==> config.mk <==
export PLATFORM = sky130hd
export DESIGN_NAME = pc_sequencer
export DESIGN_NICKNAME = d
export VERILOG_FILES = /design/src/rtl/pc_seq_pkg.sv /design/src/rtl/pc_ras.sv /design/src/rtl/pc_sequencer.sv
export SDC_FILE = /design/constraint.sdc
export NUM_CORES = 1
export LEC_CHECK = 0
export CORE_MARGIN = 1.5
export CORE_UTILIZATION = 30
export DETAILED_ROUTE_END_ITERATION = 7
export HOLD_SLACK_MARGIN = 0.15
export PLACE_DENSITY = 0.47
export SLEW_MARGIN = 20
export SYNTH_ARGS = -nofsm -noshare
export SYNTH_HDL_FRONTEND = slang
export SYNTH_SLANG_ARGS = --single-unit
==> constraint.sdc <==
create_clock -name clk -period 2.7 [get_ports clk]
set_clock_uncertainty 0.2 [all_clocks]
set_input_delay 0.675 -clock clk [delete_from_list [all_inputs] [get_ports clk]]
set_output_delay 0.675 -clock clk [all_outputs]
set_load 0.1 [all_outputs]
==> src/rtl/pc_seq_pkg.sv <==
// pc_sequencer shared types: sequencer states, default parameters and
// the step-alignment helper.
package pc_seq_pkg;

    typedef enum logic [1:0] {
        BOOT,
        RUN,
        HALT
    } seq_state_t;

    localparam int          DEFAULT_WIDTH     = 16;
    localparam int          DEFAULT_STEP      = 2;
    localparam logic [15:0] DEFAULT_RESET_VEC = 16'h0000;

    function automatic int clog2_step(input int step);
        int k;
        k = 0;
        for (int i = 0; i < 31; i++) begin
            if ((1 << i) < step) k = i + 1;
        end
        return k;
    endfunction

endpackage

==> src/rtl/pc_ras.sv <==
// Circular return-address stack: overflow overwrites the oldest entry,
// underflow leaves the stack untouched; both pulse err for one cycle.
module pc_ras
    import pc_seq_pkg::*;
#(
    parameter int WIDTH     = DEFAULT_WIDTH,
    parameter int RAS_DEPTH = 4
) (
    input  logic             clk,
    input  logic             rst,
    input  logic             push,
    input  logic             pop,
    input  logic [WIDTH-1:0] din,
    output logic [WIDTH-1:0] top,
    output logic             empty,
    output logic             full,
    output logic             err
);

    localparam int PW = (RAS_DEPTH > 1) ? $clog2(RAS_DEPTH) : 1;
    localparam int CW = $clog2(RAS_DEPTH + 1);
    localparam logic [PW-1:0] LAST = PW'(RAS_DEPTH - 1);

    logic [WIDTH-1:0] mem [RAS_DEPTH];
    logic [PW-1:0]    sp;
    logic [PW-1:0]    sp_next;
    logic [PW-1:0]    sp_prev;
    logic [CW-1:0]    cnt;

    // sp is the next free slot; when full it also addresses the oldest entry
    assign sp_next = (sp == LAST) ? '0 : sp + PW'(1);
    assign sp_prev = (sp == '0) ? LAST : sp - PW'(1);
    assign top     = mem[sp_prev];
    assign empty   = (cnt == '0);
    assign full    = (cnt == CW'(RAS_DEPTH));

    always_ff @(posedge clk) begin
        if (rst) begin
            sp  <= '0;
            cnt <= '0;
            err <= 1'b0;
        end else begin
            err <= 1'b0;
            if (push) begin
                sp <= sp_next;
                if (full) err <= 1'b1;
                else      cnt <= cnt + CW'(1);
            end else if (pop) begin
                if (empty) begin
                    err <= 1'b1;
                end else begin
                    sp  <= sp_prev;
                    cnt <= cnt - CW'(1);
                end
            end
        end
    end

    always_ff @(posedge clk) begin
        if (push) mem[sp] <= din;
    end

endmodule

==> src/rtl/pc_sequencer.sv <==
// Fetch-stage PC sequencer with redirect, call/return RAS and halt.
// Optional redirect alignment check: define PC_SEQ_ALIGN_CHECK_EN.
module pc_sequencer
    import pc_seq_pkg::*;
#(
    parameter int               WIDTH     = DEFAULT_WIDTH,
    parameter int               STEP      = DEFAULT_STEP,
    parameter logic [WIDTH-1:0] RESET_VEC = WIDTH'(DEFAULT_RESET_VEC),
    parameter int               RAS_DEPTH = 4
) (
    input  logic             clk,
    input  logic             rst,
    input  logic             fetch_ready,
    input  logic             redir_valid,
    input  logic [WIDTH-1:0] redir_target,
    input  logic             call,
    input  logic             ret,
    input  logic             halt,
    output logic [WIDTH-1:0] pc,
    output logic             pc_valid,
    output logic             ras_empty,
    output logic             ras_err,
    output logic             halted
`ifdef PC_SEQ_ALIGN_CHECK_EN
    ,
    output logic             misalign
`endif
);

    localparam int K = clog2_step(STEP);
    localparam logic [WIDTH-1:0] LOW_MASK = WIDTH'((1 << K) - 1);

    seq_state_t       state;
    logic [WIDTH-1:0] pc_inc;
    logic [WIDTH-1:0] tgt;
    logic [WIDTH-1:0] ras_top;
    logic             redir_ok;
    logic             run_live;
    logic             do_push;
    logic             do_pop;
    logic             ras_full_unused;

    assign pc_inc = pc + WIDTH'(STEP);

`ifdef PC_SEQ_ALIGN_CHECK_EN
    logic bad_tgt;
    assign bad_tgt  = redir_valid && ((redir_target & LOW_MASK) != '0);
    assign redir_ok = redir_valid && !bad_tgt;
    assign tgt      = redir_target;
`else
    assign redir_ok = redir_valid;
    assign tgt      = redir_target & ~LOW_MASK;
`endif

    assign run_live = (state == RUN) && !halt;
    assign do_push  = run_live && redir_ok && call;
    assign do_pop   = run_live && !redir_ok && ret;

    pc_ras #(
        .WIDTH    (WIDTH),
        .RAS_DEPTH(RAS_DEPTH)
    ) u_ras (
        .clk  (clk),
        .rst  (rst),
        .push (do_push),
        .pop  (do_pop),
        .din  (pc_inc),
        .top  (ras_top),
        .empty(ras_empty),
        .full (ras_full_unused),
        .err  (ras_err)
    );

    always_ff @(posedge clk) begin
        if (rst) begin
            state    <= BOOT;
            pc       <= RESET_VEC;
            pc_valid <= 1'b0;
            halted   <= 1'b0;
`ifdef PC_SEQ_ALIGN_CHECK_EN
            misalign <= 1'b0;
`endif
        end else begin
`ifdef PC_SEQ_ALIGN_CHECK_EN
            misalign <= run_live && bad_tgt;
`endif
            unique case (state)
                BOOT: begin
                    state    <= RUN;
                    pc_valid <= 1'b1;
                end
                RUN: begin
                    if (halt) begin
                        state    <= HALT;
                        pc_valid <= 1'b0;
                        halted   <= 1'b1;
                    end else if (redir_ok) begin
                        pc <= tgt;
                    end else if (ret) begin
                        // empty stack: fall through sequentially
                        pc <= ras_empty ? pc_inc : ras_top;
                    end else if (fetch_ready) begin
                        pc <= pc_inc;
                    end
                end
                HALT: begin
                    pc_valid <= 1'b0;
                    halted   <= 1'b1;
                end
                default: begin
                    state    <= BOOT;
                    pc_valid <= 1'b0;
                end
            endcase
        end
    end

endmodule
==> results.yml, run 1 <==
outcome:
  outcome: "finished clean"
drt:
  drc: 0
  vias: 2969
  wl_per_cell_um: 19.9
  first_iter_violations: 168
  ant_nets: 0
  drtPass1Iterations: 4
  wirelength_mm: 11.4
  via_per_inst: 5.19
hold_path:
  whs_path_depth: 1
  worstHoldPathType: "reg2reg"
clock_tree:
  clk_pin_slew_worst_paths_ps: 60
  post-cts-setup-buffer-count: 0
  clk_latency_ps: 350
  clock-sinks: 90
  cts-root-buf: "clkbuf_16"
  cts_buffers: 9
  htree_levels: 3
  cts_hold_buf: 0
  cts_resized: 0
  clk_path_buf_depth: 2
  tritoncts: "yes"
yosys:
  ys.flop_type: "edfxtp_1"
  yosys_warnings: 0
  netlist_instances: 313
  synth_edf_count: 64
  ys_seq_elements: 90
  synth_simple_gate_area_share_pct: 10.5
  syn_area_per_cell_um2: 13.6
  yosys.cell_types.count: 58
  synth_top_family_by_area: "compound AO/OA/AOI/OAI gates"
  seq_area_frac_synth_pct: 57.3
  synth_compound_area_share_pct: 13.7
  synthMuxAreaShare_pct: 10.2
  asyncSetResetFlopFracSynth_pct: 0
  syn_area_mm2: 0.00426
  synthXorXnorAreaFrac_pct: 2.47
  syn_nets: 342
  synth-adder-area-share_pct: 1.76
cells_and_area:
  final_common_cell: "edfxtp_1"
  fillerInstances: 1332
  design_area_mm2: 0.00544
  num_antenna_cells: 0
  nets: 416
  area_growth_pct: 27.6
  finalNonFillerCells: 572
  register_area_mm2: 0.00244
  layout-drive-gt1-share_pct: 23.5
  multi_input_area_mm2: 0.00167
  final_cell_mix: "edfxtp_1, buf_4, dfxtp_1, clkdlybuf4s50_1, o21ai_0"
sta:
  relSlewSlack_pct: 46.7
  setup_viol: 0
  final.setup.tns_ps: 0
  rsz0062_at_grt: "no"
  finalCritPeriodShare_pct: 91.9
  drv_slew: 0
  tightest_slew_ps: 795
  period_minus_slack_ps: 2480
  hold_viol_final: 0
  fmax_ghz: 0.403
placed_design:
  placed_area_mm2: 0.00514
  place_inst: 556
  gp_congestion: 0.722
  port-buffer-count: 41
  dp.final_hpwl_mm: 7.74
pwr:
  powerDensity_mw_per_mm2: 573
  leakage_nw: 1.97
  irDropWorstVdd_mv: 0.431
setup_path:
  slowest_delay_ps: 470
  path_class: "in2reg"
  cp_data_arrival_time_ps: 2540
  critical_path_cell_count: 8
  critPathRequiredTime_ps: 2760
  ff2ff_path_depth: 7
  critPathMaxFanout: 2
  cp-start-kind: "input port"
  cpLargestDelayFamily: "simple AND/OR/NAND/NOR gates"
  cp_num_buf_inv: 1
  path_cells: "clkdlybuf4s50_1 > and4bb_2 > and2_1 > xnor2_1 > ha_1 > nor4_4 > a221oi_1 > a211oi_1"
  critPathCaptureType: "flop"
  cp_slowest_cell: "clkdlybuf4s50_1"
floorplan:
  num_rows: 43
  dieWidth_um: 122
  io_pins: 43
  core_mm2: 0.0139
  initial_core_util_pct: 30.7
  dieArea_mm2: 0.0149
  die_y_um: 122
global_routing:
  antenna_found_initial: 0
  grt_overflow: 0
  grt_max_degree: 18
  track_usage_pct: 16.3
  grt_pass1_wl_mm: 17.7
  first_global_vias: 3039
run:
  drv_cap: 0
## power breakdown
group | internal [mW] | switching, mW
clock network | 0.716 | 0.514
registers | 1.50 | 0.0231
logic | 0.129 | 0.234
total | 2.34 | 0.772
## per-stage QoR
stage	utilization, %	setup slack, ps	hold WS [ps]	total power [mW]
after global routing	39.2	89.0	281	3.23
after floorplan	-	20.5	277	1.77
after CTS	39.1	174	270	3.16
final	39.2	218	258	3.11
after global placement	37.0	-112	246	1.91
after detailed placement	37.0	-125	255	1.91
## cell usage after synthesis (9+ instances only)
cell	instances	area [µm²]
a21oi_1	10	50.1
nand3_1	13	65.1
dfxtp_1	26	521
nor3_1	10	50.1
inv_1	10	37.5
edfxtp_1	64	1920
o21a_1	9	67.6
nor2_1	9	33.8
nand2_1	11	41.3
o21ai_0	17	85.1
mux4_1	12	315
## state kept, by name, indices dropped and copies added (netlist names)
name       count
pc_valid       1
u_ras.mem     64
u_ras.cnt      3
halted         1
u_ras.sp       2
pc            16
state          2
u_ras.err      1
## path summary, 6_finish.rpt
check	startpoint	end	slack, ps
worst max-delay path	halt	u_ras.cnt[2]	220
worst min-delay path	halted	halted	260
worst max register to register	u_ras.sp[1]	pc[3]	240
worst min register to register	halted	halted	260
## metal layers
metal | vias to the layer above | track usage, % | share of wire [%]
met5 | - | 0 | 0
met4 | 0 | 5.23 | 1.6
met3 | 12 | 4.31 | 5.3
met2 | 80 | 25.3 | 46
met1 | 1481 | 22.2 | 47
li1 | 1396 | - | -
## kinds of logic after synthesis
logic type               Yosys count
multiplexers                      19
AO/OA/AOI/OAI                     80
AND/OR/NAND/NOR                   76
flip-flops                        90
XOR/XNOR                          12
adder cells (fa/ha/maj)            6
buffers and inverters             30
## final cells by class
class | instances | share of cell area, %
Clock buffer | 11 | 4.28
Clock inverter | 5 | 1.04
Inverter | 10 | 0.690
Multi-Input combinational cell | 193 | 30.7
Sequential cell | 90 | 44.9
Tap cell | 180 | 4.14
Timing Repair Buffer | 83 | 14.3
## worst reg2reg max path, cell delays in order, from the launching register on
cell and delay (ps):
dfxtp_1 370, inv_1 90, ha_1 260, nor2b_4 160, buf_4 210, mux4_1 550, or2_2 280, a32o_1 240
(Power assumes the default switching activity.)
==> inputs of run 2 (changes only) <==
--- a/config.mk
+++ b/config.mk
@@ -6,10 +6,10 @@
 export NUM_CORES = 1
 export LEC_CHECK = 0
 export CORE_MARGIN = 1.5
-export CORE_UTILIZATION = 30
+export CORE_UTILIZATION = 40
 export DETAILED_ROUTE_END_ITERATION = 7
 export HOLD_SLACK_MARGIN = 0.15
-export PLACE_DENSITY = 0.47
+export PLACE_DENSITY = 0.6
 export SLEW_MARGIN = 20
 export SYNTH_ARGS = -nofsm -noshare
 export SYNTH_HDL_FRONTEND = slang
==> results.yml, run 2 (same netlist as run 1, synthesis figures left out) <==
global_routing:
  antenna_found_initial: 0
  first_global_vias: 2908
  grt_overflow: 0
  track_usage_pct: 19.3
  grt_max_degree: 19
  grt_pass1_wl_mm: 16.2
setup_path:
  crit_path_start: "halt"
  r2r_slack_ps: 300
  cp_data_arrival_time_ps: 2530
  cpLargestDelayFamily: "simple AND/OR/NAND/NOR gates"
  cp-start-kind: "input port"
  path_cells: "clkdlybuf4s50_1 > and4bb_2 > and2_1 > xnor2_1 > ha_1 > nor4_4 > a221oi_1 > a211oi_1"
  cp_num_buf_inv: 1
  ff2ff_path_depth: 7
  critPathMaxFanout: 3
  path_class: "in2reg"
  critPathCaptureType: "flop"
  r2r_end: "pc[15]"
  r2r-start: "u_ras.sp[1]"
  slowest_delay_ps: 470
  cp_slowest_cell: "clkdlybuf4s50_1"
  critPathRequiredTime_ps: 2790
pwr:
  irDropWorstVdd_mv: 0.373
  powerDensity_mw_per_mm2: 549
  leakage_nw: 1.91
  fin_total_pwr_mw: 2.87
floorplan:
  die_y_um: 106
  dieWidth_um: 106
  dieArea_mm2: 0.0113
  core_mm2: 0.0103
  num_rows: 37
  initial_core_util_pct: 41.3
  io_pins: 43
run:
  drv_cap: 0
cells_and_area:
  largest_reg_flops: 64
  finish.utilization_pct: 50.7
  largest-register: "u_ras.mem"
  finalNonFillerCells: 524
  area_growth_pct: 22.8
  nets: 412
  layout-drive-gt1-share_pct: 22.9
  final_cell_mix: "edfxtp_1, buf_4, dfxtp_1, clkdlybuf4s50_1, o21ai_0"
  reg.largest.list: "u_ras.mem (64), pc (16), u_ras.cnt (3)"
  num_antenna_cells: 0
  final_common_cell: "edfxtp_1"
sta:
  relSlewSlack_pct: 33.2
  tightest_slew_ps: 993
  fmax_ghz: 0.410
  period_minus_slack_ps: 2440
  setup_viol: 0
  finalCritPeriodShare_pct: 90.4
  drv_slew: 0
  whs_ps: 283
  hold_viol_final: 0
  rsz0062_at_grt: "no"
drt:
  first_iter_violations: 156
  ant_nets: 0
  m1WireLength_mm: 4.73
  wl_per_cell_um: 19.7
  vias: 2992
  drtPass1Iterations: 4
  drc: 0
  routed-wl-met2_mm: 4.91
  via_per_inst: 5.71
  wirelength_mm: 10.3
  dr.max_layer_used: "met4"
  route.met3.wl_um: 588
placed_design:
  dp.final_hpwl_mm: 7.08
  place_inst: 508
  gp_congestion: 0.821
  port-buffer-count: 41
clock_tree:
  cts_buffers: 9
  clock-sinks: 90
  clk_pin_slew_worst_paths_ps: 90
  clk_latency_ps: 370
  cts_resized: 0
  clk_path_buf_depth: 2
  cts_hold_buf: 0
  htree_levels: 3
  post-cts-setup-buffer-count: 0
  tritoncts: "yes"
  cts-root-buf: "clkbuf_8"
outcome:
  outcome: "finished clean"
hold_path:
  whs_path_depth: 1
  worstHoldPathType: "reg2reg"
  min_from: "halted"
  worstHoldEndpoint: "halted"
==> run 2: changes by cell type in the layout (fill, tap and decap cells not counted), moves of 2 or more <==
cell,change
buf_12,-3
clkbuf_1,-2
clkbuf_16,-9
clkbuf_8,+9
clkinv_2,-2
inv_6,+3
inv_8,+3
==> run 2: how the worst max path moves through the flow <==
| stage | endpoint | slack [ps] | depth (start not counted) |
|---|---|---|---|
| floorplan | pc[15] | 20 | 5 |
| detailed placement | u_ras.cnt[2] | -110 | 8 |
| global placement | u_ras.cnt[2] | -90 | 8 |
| CTS | u_ras.cnt[2] | 260 | 8 |
| global route | u_ras.cnt[2] | 120 | 8 |
| finish | u_ras.cnt[2] | 260 | 8 |
==> run 2: report_power, final <==
part           switching (mW)  internal (mW)
clock network           0.546          0.458
logic                   0.225          0.123
registers              0.0257           1.50
==> run 2: per-layer routing <==
metal | vias up | global-route usage [%]
li1 | 1388 | -
met1 | 1503 | 27.1
met2 | 90 | 30.6
met3 | 11 | 4.41
met4 | 0 | 4.25
met5 | - | 0
==> run 2: through the flow <==
step	area (µm²)	worst slack, ps	TNS [ps]
2_1_floorplan	4270	20.5	0
3_3_place_gp	5020	-94.3	-430
3_5_place_dp	5020	-111	-616
4_1_cts	5230	261	0
5_1_grt	5230	117	0
6_report	5230	259	0
==> run 2: cell type report <==
class / count / area (µm²)
fill: 933 / 5090
sequential: 90 / 2440
multi-input combinational: 193 / 1660
timing repair buffer: 79 / 708
tap: 136 / 170
clock buffer: 9 / 124
clock inverter: 7 / 90.1
inverter: 10 / 37.5
==> inputs of run 3 (changes only) <==
--- a/config.mk
+++ b/config.mk
@@ -6,10 +6,10 @@
 export NUM_CORES = 1
 export LEC_CHECK = 0
 export CORE_MARGIN = 1.5
-export CORE_UTILIZATION = 40
+export CORE_UTILIZATION = 51
 export DETAILED_ROUTE_END_ITERATION = 7
 export HOLD_SLACK_MARGIN = 0.15
-export PLACE_DENSITY = 0.6
+export PLACE_DENSITY = 0.74
 export SLEW_MARGIN = 20
 export SYNTH_ARGS = -nofsm -noshare
 export SYNTH_HDL_FRONTEND = slang
==> results.yml, run 3 (same netlist as run 1, synthesis figures left out) <==
floorplan:
  dieWidth_um: 94.4
  num_rows: 33
  dieArea_mm2: 0.00891
  die_y_um: 94.4
  core_mm2: 0.00813
  initial_core_util_pct: 52.4
  io_pins: 43
sta:
  setup_viol: 0
  worst_slack_ps: 227
  period_minus_slack_ps: 2470
  rsz0062_at_grt: "no"
  whs_ps: 304
  hold_viol_final: 0
  finalCritPeriodShare_pct: 91.6
  final.setup.tns_ps: 0
  drv_slew: 0
  fmax_ghz: 0.404
  relSlewSlack_pct: 37.4
  tightest_slew_ps: 930
cells_and_area:
  register_area_mm2: 0.00244
  largest_reg_flops: 64
  area_growth_pct: 20.2
  multi_input_area_mm2: 0.00166
  reg.largest.list: "u_ras.mem (64), pc (16), u_ras.cnt (3)"
  layout-drive-gt1-share_pct: 20.9
  num_antenna_cells: 0
  final_cell_mix: "edfxtp_1, buf_4, dfxtp_1, clkdlybuf4s50_1, o21ai_0"
  nets: 402
  largest-register: "u_ras.mem"
  final_common_cell: "edfxtp_1"
  design_area_mm2: 0.00512
  fillerInstances: 609
  finalNonFillerCells: 483
pwr:
  switching_share_pct: 26.8
  comb_power_share_pct: 12.0
  pwr-share-clk_pct: 33.7
  p_sw_mw: 0.752
  leakage_nw: 1.85
  powerDensity_mw_per_mm2: 547
  irDropWorstVdd_mv: 0.328
  p_seq_share_pct: 54.3
  internal_power_mw: 2.05
clock_tree:
  htree_levels: 3
  cts_resized: 0
  clk_path_buf_depth: 2
  cts_hold_buf: 0
  clock-sinks: 90
  clk_latency_ps: 360
  cts_buffers: 9
  tritoncts: "yes"
  clk_pin_slew_worst_paths_ps: 100
  cts-root-buf: "clkbuf_8"
  post-cts-setup-buffer-count: 0
setup_path:
  path_class: "in2reg"
  critPathRequiredTime_ps: 2780
  r2r_end: "pc[7]"
  critical_path_cell_count: 8
  critPathCaptureType: "flop"
  crit_end: "u_ras.cnt[2]"
  ff2ff_path_depth: 7
  cp_slowest_cell: "clkdlybuf4s50_1"
  cp_data_arrival_time_ps: 2550
  crit_path_start: "halt"
  cp_num_buf_inv: 1
  cp-start-kind: "input port"
  r2r_slack_ps: 240
  cpLargestDelayFamily: "simple AND/OR/NAND/NOR gates"
  path_cells: "clkdlybuf4s50_1 > and4bb_2 > and2_1 > xnor2_1 > ha_1 > nor4_4 > a221oi_1 > a211oi_1"
  r2r-start: "u_ras.sp[1]"
  slowest_delay_ps: 480
  critPathMaxFanout: 2
run:
  drv_cap: 0
drt:
  wl_per_cell_um: 20.6
  drtPass1Iterations: 5
  first_iter_violations: 276
  wirelength_mm: 9.94
  ant_nets: 0
  drc: 0
  via_per_inst: 6.18
  vias: 2986
placed_design:
  place_inst: 467
  dpl_worst_slack_ps: -166
  port-buffer-count: 41
  gp_congestion: 0.768
  placed_area_mm2: 0.00492
  dp.final_hpwl_mm: 6.66
global_routing:
  first_global_vias: 2887
  track_usage_pct: 24.1
  grt_overflow: 0
  antenna_found_initial: 0
  grt_max_degree: 22
  grt_pass1_wl_mm: 15.5
hold_path:
  worstHoldPathType: "reg2reg"
outcome:
  outcome: "finished clean"
[run 3: worst min-delay path by stage]
stage / from / to / slack [ps] / cells past startpoint
finish: pc_valid / pc_valid / 300 / 2
global route: halted / halted / 340 / 1
detailed placement: pc_valid / pc_valid / 290 / 2
CTS: pc_valid / pc_valid / 310 / 2
floorplan: pc[0] / u_ras.mem[0][0] / 280 / 0
global placement: halted / halted / 270 / 1
[run 3: cell type report]
cell class / instances / area share [%]
Sequential cell: 90 / 47.7
Timing Repair Buffer: 69 / 12.6
Clock buffer: 9 / 2.42
Tap cell: 105 / 2.56
Multi-Input combinational cell: 193 / 32.4
Inverter: 10 / 0.733
Clock inverter: 7 / 1.59
[run 3: routing by layer]
metal / global-route usage, % / part of all wire, % / vias up
li1: - / - / 1368
met1: 33.2 / 43 / 1480
met2: 38.7 / 49 / 123
met3: 4.27 / 6.7 / 15
met4: 8.71 / 1.4 / 0
met5: 0 / 0 / -
[run 3: worst reg2reg max path: stages, from the launching register on]
cell	delay, ps
dfxtp_1	380
inv_1	100
ha_1	250
nor2b_4	140
buf_12	190
mux4_1	570
or2_2	280
a32o_1	240
[run 3: metrics by stage]
step / power, mW / util [%]
after floorplan: 1.77 / -
after global placement: 1.88 / 60.5
after detailed placement: 1.89 / 60.5
after CTS: 2.82 / 63.0
after global routing: 2.91 / 63.0
final: 2.80 / 63.0
[run 3: power by group through the flow]
stage               registers [mW]  logic [mW]  clock network [mW]
finish                        1.52       0.336               0.945
floorplan                     1.65       0.121                   0
global placement              1.55       0.327                   0
CTS                           1.52       0.335               0.960
detailed placement            1.55       0.334                   0
global route                  1.53       0.356                1.03
